### src/rtl/cc14_feedback_decoder_pkg.sv
// Shared constants and types for the Convolutional_Code_14 feedback decoder.
// Tap masks are indexed by encoder register number (bit i = register ri).
package cc14_pkg;

  localparam int NUM_REGS = 14;

  localparam logic [NUM_REGS-1:0] G1_TAPS = 14'h2F72;  // r1,4,5,6,8,9,10,11,13
  localparam logic [NUM_REGS-1:0] G2_TAPS = 14'h329D;  // r0,2,3,4,7,9,12,13

  typedef enum logic [1:0] {
    IDLE   = 2'd0,
    LOCKED = 2'd1,
    LOST   = 2'd2
  } mon_state_t;

  function automatic logic tap_xor(input logic [NUM_REGS-1:0] regs,
                                   input logic [NUM_REGS-1:0] taps);
    return ^(regs & taps);
  endfunction

endpackage

### src/rtl/cc14_feedback_decoder_if.sv
// Symbol-in / decoded-bit-out handshake bundle for the feedback decoder.
interface cc14_feedback_decoder_if;

  logic sym_valid;
  logic sym_ready;
  logic sym1;
  logic sym2;
  logic dout_valid;
  logic dout_ready;
  logic dout;
  logic dout_perr;

  modport master (
    output sym_valid, sym1, sym2, dout_ready,
    input  sym_ready, dout_valid, dout, dout_perr
  );

  modport slave (
    input  sym_valid, sym1, sym2, dout_ready,
    output sym_ready, dout_valid, dout, dout_perr
  );

endinterface

### src/rtl/cc14_err_monitor.sv
// Sync monitor: per-window parity error count drives IDLE/LOCKED/LOST,
// plus a saturating lifetime parity error counter.
module cc14_err_monitor
  import cc14_pkg::*;
#(
  parameter int ERR_WIN    = 32,
  parameter int ERR_THRESH = 4,
  parameter int CNT_W      = 16
) (
  input  logic             clock,
  input  logic             reset_n,
  input  logic             i_acc,
  input  logic             i_perr,
  input  logic             i_restart,
  output logic             o_locked,
  output logic [CNT_W-1:0] o_err_count
);

  localparam int WC_W = $clog2(ERR_WIN);
  localparam int WE_W = $clog2(ERR_WIN + 1);

  mon_state_t       r_state;
  mon_state_t       w_state_nxt;
  logic [WC_W-1:0]  r_win_cnt;
  logic [WE_W-1:0]  r_win_err;
  logic [CNT_W-1:0] r_err_count;
  logic [WE_W:0]    w_err_sum;
  logic             w_thresh_hit;
  logic             w_win_last;

  // The symbol being accepted counts toward its own window's threshold.
  assign w_err_sum    = {1'b0, r_win_err} + {{WE_W{1'b0}}, i_perr};
  assign w_thresh_hit = w_err_sum >= (WE_W+1)'(ERR_THRESH);
  assign w_win_last   = r_win_cnt == WC_W'(ERR_WIN - 1);

  always_ff @(posedge clock or negedge reset_n) begin
    if (!reset_n) r_state <= IDLE;
    else          r_state <= w_state_nxt;
  end

  always_comb begin
    w_state_nxt = r_state;
    if (i_restart) begin
      w_state_nxt = IDLE;
    end else if (i_acc) begin
      case (r_state)
        IDLE:    w_state_nxt = LOCKED;
        LOCKED:  if (w_thresh_hit) w_state_nxt = LOST;
        default: w_state_nxt = r_state;
      endcase
    end
  end

  always_comb begin
    o_locked    = (r_state == LOCKED);
    o_err_count = r_err_count;
  end

  always_ff @(posedge clock or negedge reset_n) begin
    if (!reset_n) begin
      r_win_cnt   <= '0;
      r_win_err   <= '0;
      r_err_count <= '0;
    end else if (i_restart) begin
      r_win_cnt   <= '0;
      r_win_err   <= '0;
      r_err_count <= '0;
    end else if (i_acc) begin
      if (w_win_last) begin
        r_win_cnt <= '0;
        r_win_err <= '0;
      end else begin
        r_win_cnt <= r_win_cnt + 1'b1;
        r_win_err <= w_err_sum[WE_W-1:0];
      end
      if (i_perr && (r_err_count != '1)) r_err_count <= r_err_count + 1'b1;
    end
  end

endmodule

### src/rtl/cc14_feedback_decoder.sv
// Feedback decoder for the rate-1/2 Convolutional_Code_14 stream: inverts the
// out2 generator to recover one bit per symbol and re-encodes out1 as a parity check.
module cc14_feedback_decoder
  import cc14_pkg::*;
#(
  parameter int ERR_WIN    = 32,
  parameter int ERR_THRESH = 4,
  parameter int CNT_W      = 16
) (
  input  logic                    clock,
  input  logic                    reset_n,
  input  logic                    restart,
  cc14_feedback_decoder_if.slave  sym_if,
  output logic                    locked,
  output logic [CNT_W-1:0]        err_count
);

  logic [NUM_REGS-1:1] r_hist;
  logic                r_dout_valid;
  logic                r_dout;
  logic                r_dout_perr;
  logic [NUM_REGS-1:0] w_regs;
  logic                w_ready;
  logic                w_acc;
  logic                w_b;
  logic                w_perr;

  // h0 is the unknown bit being solved for, so it enters the tap sums as 0.
  assign w_regs  = {r_hist, 1'b0};
  assign w_b     = sym_if.sym2 ^ tap_xor(w_regs, G2_TAPS);
  assign w_perr  = sym_if.sym1 ^ tap_xor(w_regs, G1_TAPS);

  assign w_ready = (~r_dout_valid | sym_if.dout_ready) & ~restart;
  assign w_acc   = sym_if.sym_valid & w_ready;

  always_ff @(posedge clock or negedge reset_n) begin
    if (!reset_n) begin
      r_hist       <= '0;
      r_dout_valid <= 1'b0;
      r_dout       <= 1'b0;
      r_dout_perr  <= 1'b0;
    end else if (restart) begin
      r_hist       <= '0;
      r_dout_valid <= 1'b0;
    end else if (w_acc) begin
      r_hist       <= {r_hist[NUM_REGS-2:1], w_b};
      r_dout       <= w_b;
      r_dout_perr  <= w_perr;
      r_dout_valid <= 1'b1;
    end else if (sym_if.dout_ready) begin
      r_dout_valid <= 1'b0;
    end
  end

  assign sym_if.sym_ready  = w_ready;
  assign sym_if.dout_valid = r_dout_valid;
  assign sym_if.dout       = r_dout;
  assign sym_if.dout_perr  = r_dout_perr;

  cc14_err_monitor #(
    .ERR_WIN    (ERR_WIN),
    .ERR_THRESH (ERR_THRESH),
    .CNT_W      (CNT_W)
  ) u_mon (
    .clock       (clock),
    .reset_n     (reset_n),
    .i_acc       (w_acc),
    .i_perr      (w_perr),
    .i_restart   (restart),
    .o_locked    (locked),
    .o_err_count (err_count)
  );

endmodule

### src/flat_wrapper.sv
// flat-port wrapper written by rule: the top's interface ports become plain ports
module cc14_feedback_decoder_flat import cc14_pkg::*;
#(
  parameter int ERR_WIN    = 32,
  parameter int ERR_THRESH = 4,
  parameter int CNT_W      = 16
)
  (clock, reset_n, restart, locked, err_count, sym_if_sym_valid, sym_if_sym1, sym_if_sym2, sym_if_dout_ready, sym_if_sym_ready, sym_if_dout_valid, sym_if_dout, sym_if_dout_perr);
  cc14_feedback_decoder_if sym_if_i ();
  input  logic clock;
  input  logic reset_n;
  input  logic restart;
  output logic locked;
  output logic [CNT_W-1:0] err_count;
  input wire logic [$bits(sym_if_i.sym_valid)-1:0] sym_if_sym_valid;
  input wire logic [$bits(sym_if_i.sym1)-1:0] sym_if_sym1;
  input wire logic [$bits(sym_if_i.sym2)-1:0] sym_if_sym2;
  input wire logic [$bits(sym_if_i.dout_ready)-1:0] sym_if_dout_ready;
  output wire logic [$bits(sym_if_i.sym_ready)-1:0] sym_if_sym_ready;
  output wire logic [$bits(sym_if_i.dout_valid)-1:0] sym_if_dout_valid;
  output wire logic [$bits(sym_if_i.dout)-1:0] sym_if_dout;
  output wire logic [$bits(sym_if_i.dout_perr)-1:0] sym_if_dout_perr;
  assign sym_if_i.sym_valid = sym_if_sym_valid;
  assign sym_if_i.sym1 = sym_if_sym1;
  assign sym_if_i.sym2 = sym_if_sym2;
  assign sym_if_i.dout_ready = sym_if_dout_ready;
  assign sym_if_sym_ready = sym_if_i.sym_ready;
  assign sym_if_dout_valid = sym_if_i.dout_valid;
  assign sym_if_dout = sym_if_i.dout;
  assign sym_if_dout_perr = sym_if_i.dout_perr;
  cc14_feedback_decoder #(.ERR_WIN(ERR_WIN), .ERR_THRESH(ERR_THRESH), .CNT_W(CNT_W)) u_core (.clock(clock), .reset_n(reset_n), .restart(restart), .sym_if(sym_if_i), .locked(locked), .err_count(err_count));
endmodule
### config.mk
export PLATFORM = sky130hd
export DESIGN_NAME = cc14_feedback_decoder_flat
export DESIGN_NICKNAME = d
export VERILOG_FILES = /design/src/rtl/cc14_feedback_decoder_pkg.sv /design/src/rtl/cc14_feedback_decoder_if.sv /design/src/rtl/cc14_err_monitor.sv /design/src/rtl/cc14_feedback_decoder.sv /design/src/flat_wrapper.sv
export SDC_FILE = /design/constraint.sdc
export NUM_CORES = 1
export LEC_CHECK = 0
export CAP_MARGIN = 20
export CORE_MARGIN = 4
export CORE_UTILIZATION = 25
export CTS_BUF_LIST = sky130_fd_sc_hd__clkbuf_8
export CTS_CLUSTER_SIZE = 10
export DETAILED_ROUTE_END_ITERATION = 8
export HOLD_SLACK_MARGIN = 0.1
export PLACE_DENSITY = 0.5
export SETUP_SLACK_MARGIN = 0.02
export SYNTH_ARGS = -nofsm -noshare
export SYNTH_HDL_FRONTEND = slang
export SYNTH_SLANG_ARGS = --single-unit
export TNS_END_PERCENT = 1
### constraint.sdc
create_clock -name clock -period 3.1 [get_ports clock]
set_clock_uncertainty 0.2 [all_clocks]
set_input_delay 0.62 -clock clock [delete_from_list [all_inputs] [get_ports clock]]
set_output_delay 0.62 -clock clock [all_outputs]
set_load 0.02 [all_outputs]
==> results.txt, run 1 <==
----------------------------------------------------
[Run status]
  Status ... finished clean

[Clocking]
  Post CTS Setup Buffer Count ... 0
  Worst-skew pair later-pin latency ... 0.30 ns
  Number of buffers added to fix hold violations after cts ... 0
  TritonCTS buffer count ... 5
  Number of cells upsized or downsized after cts ... 0
  Level count of the clock H-tree ... 2
  Root Buffer Master ... sky130_fd_sc_hd__clkbuf_8
  Clock tree from TritonCTS ... yes
  Sinks on Clock Net ... 45
  Clock Pin Slew Worst Setup and Hold Paths ... 0.08 ns
  Clock Path Buffers ... 2

[Critical path]
  Required time worst endpoint ... 3.13 ns
  Startpoint kind of the worst setup timing path ... input port
  Kind of critical path ... input port to flop
  Depth of the most critical reg-to-reg path ... 11
  Worst Path Max Fanout ... 5
  Worst setup slack for register-to-register paths ... 0.55 ns
  Start point of the critical path ... sym_if_sym1
  Reg2Reg Launch Point ... u_core.r_hist[11]
  Setup crit end kind ... flop
  Worst Path Arrival ... 2.91 ns
  Cell chain of the critical path ... clkdlybuf4s50_1, xnor2_1, xnor3_2, xnor2_1, inv_1, ha_1, ha_1, nand2_1, a21oi_1, o211ai_1, a31oi_1, nor2_1
  Critical-path top delay cell ... sky130_fd_sc_hd__clkdlybuf4s50_1
  Critical Path Sink ... u_core.u_mon.r_state[1]
  RR Endpoint ... u_core.u_mon.r_state[1]
  Longest individual stage delay on the worst path ... 0.47 ns

[Floorplanning]
  Number of placement rows ... 35
  Std-Cell Core Area ... 9330 µm²
  Number of top-level pins ... 28
  X dimension of the die ... 106 µm
  Die Outline Area ... 11300 µm²
  Y dimension of the die ... 106 µm
  Initial core utilization ... 25.8%

[Synth]
  Xor-xnor portion of the synthesized cell area ... 6.81%
  Synthesized instance count ... 259
  Post-synthesis adder-cell area fraction ... 3.12%
  Synthesized net count ... 272
  Mux cell area share after synthesis ... 4.05%
  Post-synthesis compound-gate area fraction ... 9.40%
  Unique masters post-synth ... 39
  Mapped Area ... 2410 µm²
  Flops & latches, synth ... 45
  Simple-Gate Fraction of Synth Area ... 26.9%
  Synthesis warning total ... 0
  Part of the Yosys area used for sequential elements ... 46.8%
  Main combinational cell family by area after synthesis ... simple AND/OR/NAND/NOR gates
  Synthesized area per cell ... 9.30 µm²

[Power]
  Switching portion of total power ... 25.5%
  Combinational share of power ... 13.7%
  Fraction of power consumed by sequential logic ... 49.7%
  Clock share of power ... 36.6%
  Max IR drop VDD ... 0.175 mV
  Static Leak ... 0.00132 µW
  Net Sw Power ... 322 µW
  Internal power of the cells ... 940 µW
  Power per cell area ... 422 nW/µm²

[Routing]
  First-pass DRT Iterations ... 4
  Per-cell via count in the routed design ... 4.74
  Starting DRC count in detailed routing ... 94
  Antenna-violating nets left ... 0
  Vias post-DR ... 2002
  Total detailed-routing wirelength ... 5.76 mm
  Final routed wire length divided by cell count ... 13.6 µm
  Post-route DRC violation count ... 0

[Timing]
  Min setup slack post-route ... 0.221 ns
  Final critical path time including I/O delays and setup ... 2.88 ns
  Slew at the pin with the worst max-slew slack ... 0.692 ns
  Final Slew Violations ... 0
  Fmax ... 347 MHz
  Final hold slack ... 0.159 ns
  Final period util ... 92.9%
  Final-report setup violation count ... 0
  Final hold violation count ... 0
  Worst slew margin relative to its limit ... 53.9%
  RSZ-0062 raised after global routing ... false

[Finish]
  Final net count ... 305
  Share of layout cells above drive strength 1 ... 9.90%
  Number of antenna cells inserted ... 0
  Syn-to-layout area delta ... 24.2%
  Core Util, Final ... 32.1%

[Global route]
  Pin count of the biggest net entering global routing ... 30
  Wire length of the first global-routing pass ... 9.93 mm
  Initial antenna violation count ... 0
  Global-route usage over all layers ... 10.9%
  Vias in the first global route ... 1981
  Overall overflow remaining after global route ... 0

[Placement]
  Input/output buffers ... 27
  Pre-CTS worst setup slack ... -0.109 ns
  DP HPWL ... 4.06 mm
  Final estimated routing congestion in global placement ... 0.755

[Hold path]
  Hold Crit Class ... input port to asynchronous set/reset pin

[Flow run]
  Max Cap Violations ... 0

----------------------------------------------------
-- cells in the mapped netlist, drive strengths merged --
| library cell | count | share of area, % |
|---|---|---|
| a21oi | 5 | 1.0 |
| a22o | 2 | 0.73 |
| a31oi | 3 | 0.78 |
| and3 | 5 | 1.3 |
| buf | 3 | 0.83 |
| clkbuf | 10 | 1.6 |
| dfrtp | 45 | 47 |
| ha | 6 | 3.1 |
| inv | 4 | 0.62 |
| mux2 | 6 | 2.8 |
| mux2i | 3 | 1.2 |
| nand2 | 45 | 7.0 |
| nand2b | 2 | 0.52 |
| nand3 | 18 | 3.7 |
| nand4 | 8 | 2.1 |
| nand4b | 1 | 0.36 |
| nor2 | 24 | 3.7 |
| nor2b | 8 | 2.1 |
| nor3 | 4 | 0.83 |
| nor3b | 1 | 0.31 |
| nor4 | 10 | 2.6 |
| nor4b | 1 | 0.36 |
| nor4bb | 1 | 0.42 |
| o211a | 1 | 0.42 |
| o211ai | 2 | 0.62 |
| o21a | 1 | 0.31 |
| o21ai | 15 | 3.1 |
| o311ai | 2 | 0.73 |
| o31ai | 3 | 0.93 |
| o41ai | 2 | 0.73 |
| or3 | 1 | 0.26 |
| or4 | 4 | 1.2 |
| xnor2 | 8 | 3.2 |
| xnor3 | 3 | 2.9 |
| xor2 | 2 | 0.73 |
-- critical path, delay by kind of cell --
family          cells  cell delay [ns]
buf+inv             2             0.56
fa+ha+maj           2             0.42
xor+xnor            3             0.78
simple gates        2             0.17
compound gates      3             0.35
-- through the flow --
stage	TNS, ns	total power (µW)	cell area [µm²]	cells
6_report	0	1260	2990	422
5_1_grt	0	1330	2990	422
4_1_cts	0	1280	2990	422
3_5_place_dp	-0.225	816	2870	414
3_3_place_gp	-0.132	814	2870	414
2_1_floorplan	0	733	2410	259
-- cells by family (layout without fill, tap and decap cells) --
| kind of cell | Yosys count | count (layout) |
|---|---|---|
| adders and majority gates | 6 | 6 |
| buffers and inverters | 17 | 51 |
| AOI/OAI and AO/OA | 36 | 36 |
| muxes | 9 | 9 |
| DFF | 45 | 45 |
| xor gates and xnor gates | 13 | 13 |
| and+or+nand+nor | 133 | 133 |
-- layout make-up --
cell class / count / area (µm²)
Clock buffer: 6 / 82.6
Tap cell: 129 / 161
Inverter: 4 / 15.0
Clock inverter: 2 / 33.8
Multi-Input combinational cell: 197 / 1220
Fill cell: 958 / 6340
Sequential cell: 45 / 1130
Timing Repair Buffer: 39 / 355
-- layout by cell type, fill, tap and decap left out, types with 6 or more instances in the layout --
master                            instances
sky130_fd_sc_hd__buf_4                   12
sky130_fd_sc_hd__clkbuf_8                 6
sky130_fd_sc_hd__clkdlybuf4s50_1         26
sky130_fd_sc_hd__dfrtp_1                 45
sky130_fd_sc_hd__ha_1                     6
sky130_fd_sc_hd__mux2_2                   6
sky130_fd_sc_hd__nand2_1                 45
sky130_fd_sc_hd__nand3_1                 18
sky130_fd_sc_hd__nand4_1                  8
sky130_fd_sc_hd__nor2_1                  24
sky130_fd_sc_hd__nor2b_1                  8
sky130_fd_sc_hd__nor4_1                   9
sky130_fd_sc_hd__o21ai_0                 15
sky130_fd_sc_hd__xnor2_1                  7
-- layer usage --
layer	global-route usage, %	part of all wire, %	vias up
met5	0	0	-
met4	3.42	0.92	0
met3	2.31	3.0	7
met2	17.8	48	38
met1	14.5	48	968
li1	-	-	989
-- worst min-delay path by stage --
stage | endpoint | slack (ns) | cells after the start
floorplan | u_core.r_hist[10] | 0.12 | 0
global placement | u_core.u_mon.r_win_err[5] | 0.27 | 1
detailed placement | u_core.u_mon.r_win_cnt[3] | 0.28 | 1
CTS | u_core.u_mon.o_err_count[6] | 0.19 | 1
global route | u_core.u_mon.o_err_count[6] | 0.22 | 1
finish | u_core.r_hist[2] | 0.16 | 1
-- power by group through the flow --
stage | registers (µW) | clock network [µW] | logic [µW]
detailed placement | 638 | 0 | 178
global placement | 637 | 0 | 177
floorplan | 643 | 0 | 90.6
global route | 631 | 502 | 194
finish | 627 | 462 | 173
CTS | 628 | 477 | 178
-- registers in the layout, indices dropped and copies added, names as in the netlist --
register,cells
u_core.u_mon.r_win_err,6
u_core.sym_if.dout_valid,1
u_core.u_mon.r_win_cnt,5
u_core.sym_if.dout,1
u_core.sym_if.dout_perr,1
u_core.u_mon.r_state,2
u_core.r_hist,13
u_core.u_mon.o_err_count,16
Note: power is estimated with default switching activity, not from simulation.
==> run 2: changes to the inputs <==
Settings changed: GPL_ROUTABILITY_DRIVEN set to 0.
==> results of run 2 <==
The final DEF is identical to that of run 1; final timing and power are the same.
==> run 3: changes to the inputs <==
Settings changed: CORE_MARGIN 4 to 10.
==> results.txt, run 3 (same netlist as run 1, synthesis figures left out) <==
----------------------------------------------------
[Run status]
  Status ... finished clean

[Timing]
  Fmax ... 349 MHz
  Final critical path time including I/O delays and setup ... 2.87 ns
  Worst slew margin relative to its limit ... 56.1%
  Post-Route Setup TNS ... 0 ns
  Final period util ... 92.5%
  Final hold violation count ... 0
  Slew at the pin with the worst max-slew slack ... 0.658 ns
  Final-report setup violation count ... 0
  Final Slew Violations ... 0
  RSZ-0062 raised after global routing ... false
  Min setup slack post-route ... 0.232 ns

[Floorplanning]
  Number of top-level pins ... 28
  X dimension of the die ... 118 µm
  Initial core utilization ... 25.8%
  Std-Cell Core Area ... 9330 µm²
  Number of placement rows ... 35
  Y dimension of the die ... 118 µm
  Die Outline Area ... 14000 µm²

[Clocking]
  Root Buffer Master ... sky130_fd_sc_hd__clkbuf_8
  Sinks on Clock Net ... 45
  Clock Path Buffers ... 2
  TritonCTS buffer count ... 5
  Level count of the clock H-tree ... 2
  Worst-skew pair later-pin latency ... 0.29 ns
  Clock tree from TritonCTS ... yes
  Clock Pin Slew Worst Setup and Hold Paths ... 0.09 ns

[Routing]
  Total detailed-routing wirelength ... 5.92 mm
  Starting DRC count in detailed routing ... 111
  Per-cell via count in the routed design ... 4.67
  Vias post-DR ... 1982
  Final routed wire length divided by cell count ... 14.0 µm
  First-pass DRT Iterations ... 4
  Post-route DRC violation count ... 0
  Antenna-violating nets left ... 0

[Placement]
  Input/output buffers ... 27
  Cell area reported after detailed placement ... 2880 µm²
  Pre-CTS worst setup slack ... -0.0727 ns
  DP HPWL ... 4.19 mm

[Global route]
  Global-route usage over all layers ... 8.65%
  Vias in the first global route ... 2042
  Initial antenna violation count ... 0
  Overall overflow remaining after global route ... 0
  Wire length of the first global-routing pass ... 10.3 mm
  Pin count of the biggest net entering global routing ... 30

[Power]
  Overall Power ... 1210 µW
  Max IR drop VDD ... 0.227 mV
  Static Leak ... 0.00132 µW
  Power per cell area ... 403 nW/µm²

[Finish]
  Syn-to-layout area delta ... 24.3%
  Reg area ... 1130 µm²
  Final net count ... 307
  Leading cell types in the layout, fill and taps excluded ... 45 x sky130_fd_sc_hd__nand2_1, 45 x sky130_fd_sc_hd__dfrtp_1, 26 x sky130_fd_sc_hd__clkdlybuf4s50_1
  Number of antenna cells inserted ... 0
  Share of layout cells above drive strength 1 ... 10.5%
  Core Util, Final ... 32.1%
  Area of the multi-input gates ... 1220 µm²
  Filler instances ... 985
  Post-route standard cell area excluding fillers ... 2990 µm²
  Flip-flop count of the largest register, all copies and words added ... 16

[Critical path]
  Kind of critical path ... input port to flop
  Startpoint kind of the worst setup timing path ... input port
  Worst Path Max Fanout ... 5
  Required time worst endpoint ... 3.13 ns
  Setup crit end kind ... flop
  Worst Path Arrival ... 2.90 ns

[Flow run]
  Max Cap Violations ... 0

[Hold path]
  Hold Crit Class ... flop to flop

----------------------------------------------------
[run 3: cell types whose count changed in the layout (fill, tap and decap cells not counted)]
cell                            previous run  this run
sky130_fd_sc_hd__dlygate4sd3_1             0         1
sky130_fd_sc_hd__clkinv_2                  0         1
sky130_fd_sc_hd__inv_1                     5         4
sky130_fd_sc_hd__buf_4                    12        13
sky130_fd_sc_hd__bufinv_16                 1         0
sky130_fd_sc_hd__clkbuf_8                  6         7
[run 3: layer usage]
layer  up-vias  track usage [%]  share of wire (%)
met5         -                0                  0
li1        991                -                  -
met4         0             2.94                1.0
met3         4             1.67                2.7
met1       956             10.9                 47
met2        31             14.5                 49
[run 3: power breakdown]
part	total, µW	switching [µW]	internal (µW)
registers	627	20.8	606
clock network	403	201	202
logic	175	101	74.2
[run 3: final timing paths]
path	from	endpoint	slack, ns	depth (start not counted)
setup / recovery	sym_if_sym1	u_core.u_mon.r_state[1]	0.23	12
hold / removal	u_core.u_mon.r_win_cnt[3]	u_core.u_mon.r_win_cnt[3]	0.29	1
setup reg to reg	u_core.r_hist[11]	u_core.u_mon.r_state[1]	0.55	11
hold reg to reg	u_core.u_mon.r_win_cnt[3]	u_core.u_mon.r_win_cnt[3]	0.29	1
max in group asynchronous	reset_n	u_core.u_mon.o_err_count[1]	1.38	3
min in group asynchronous	reset_n	u_core.r_hist[3]	0.58	2
[run 3: cell type report]
class / instances / area share (%)
clock inverters: 1 / 0.167
inverters: 4 / 0.502
well taps: 129 / 5.39
flip-flops and latches: 45 / 37.6
multi-input cells: 197 / 40.6
repair buffers: 41 / 12.5
clock buffers: 7 / 3.22
[run 3: timing repair]
action / 4_1_cts / 5_1_grt
hold endpoints to repair: 16 / 0
hold buffers: 1 / 0
gates resized for setup: 0 / 0
buffers inserted: 0 / 0
[run 3: worst max-delay path, stage by stage]
cell	delay, ns
sky130_fd_sc_hd__clkdlybuf4s50_1	0.47
sky130_fd_sc_hd__xnor2_1	0.12
sky130_fd_sc_hd__xnor3_2	0.46
sky130_fd_sc_hd__xnor2_1	0.21
sky130_fd_sc_hd__inv_1	0.09
sky130_fd_sc_hd__ha_1	0.19
sky130_fd_sc_hd__ha_1	0.23
sky130_fd_sc_hd__nand2_1	0.08
sky130_fd_sc_hd__a21oi_1	0.04
sky130_fd_sc_hd__o211ai_1	0.20
sky130_fd_sc_hd__a31oi_1	0.11
sky130_fd_sc_hd__nor2_1	0.09
[run 3: metrics by stage]
stage	std cells	hold slack (ns)
detailed placement	415	0.281
finish	424	0.294
CTS	424	0.292
global route	424	0.325
global placement	415	0.273
floorplan	259	0.124
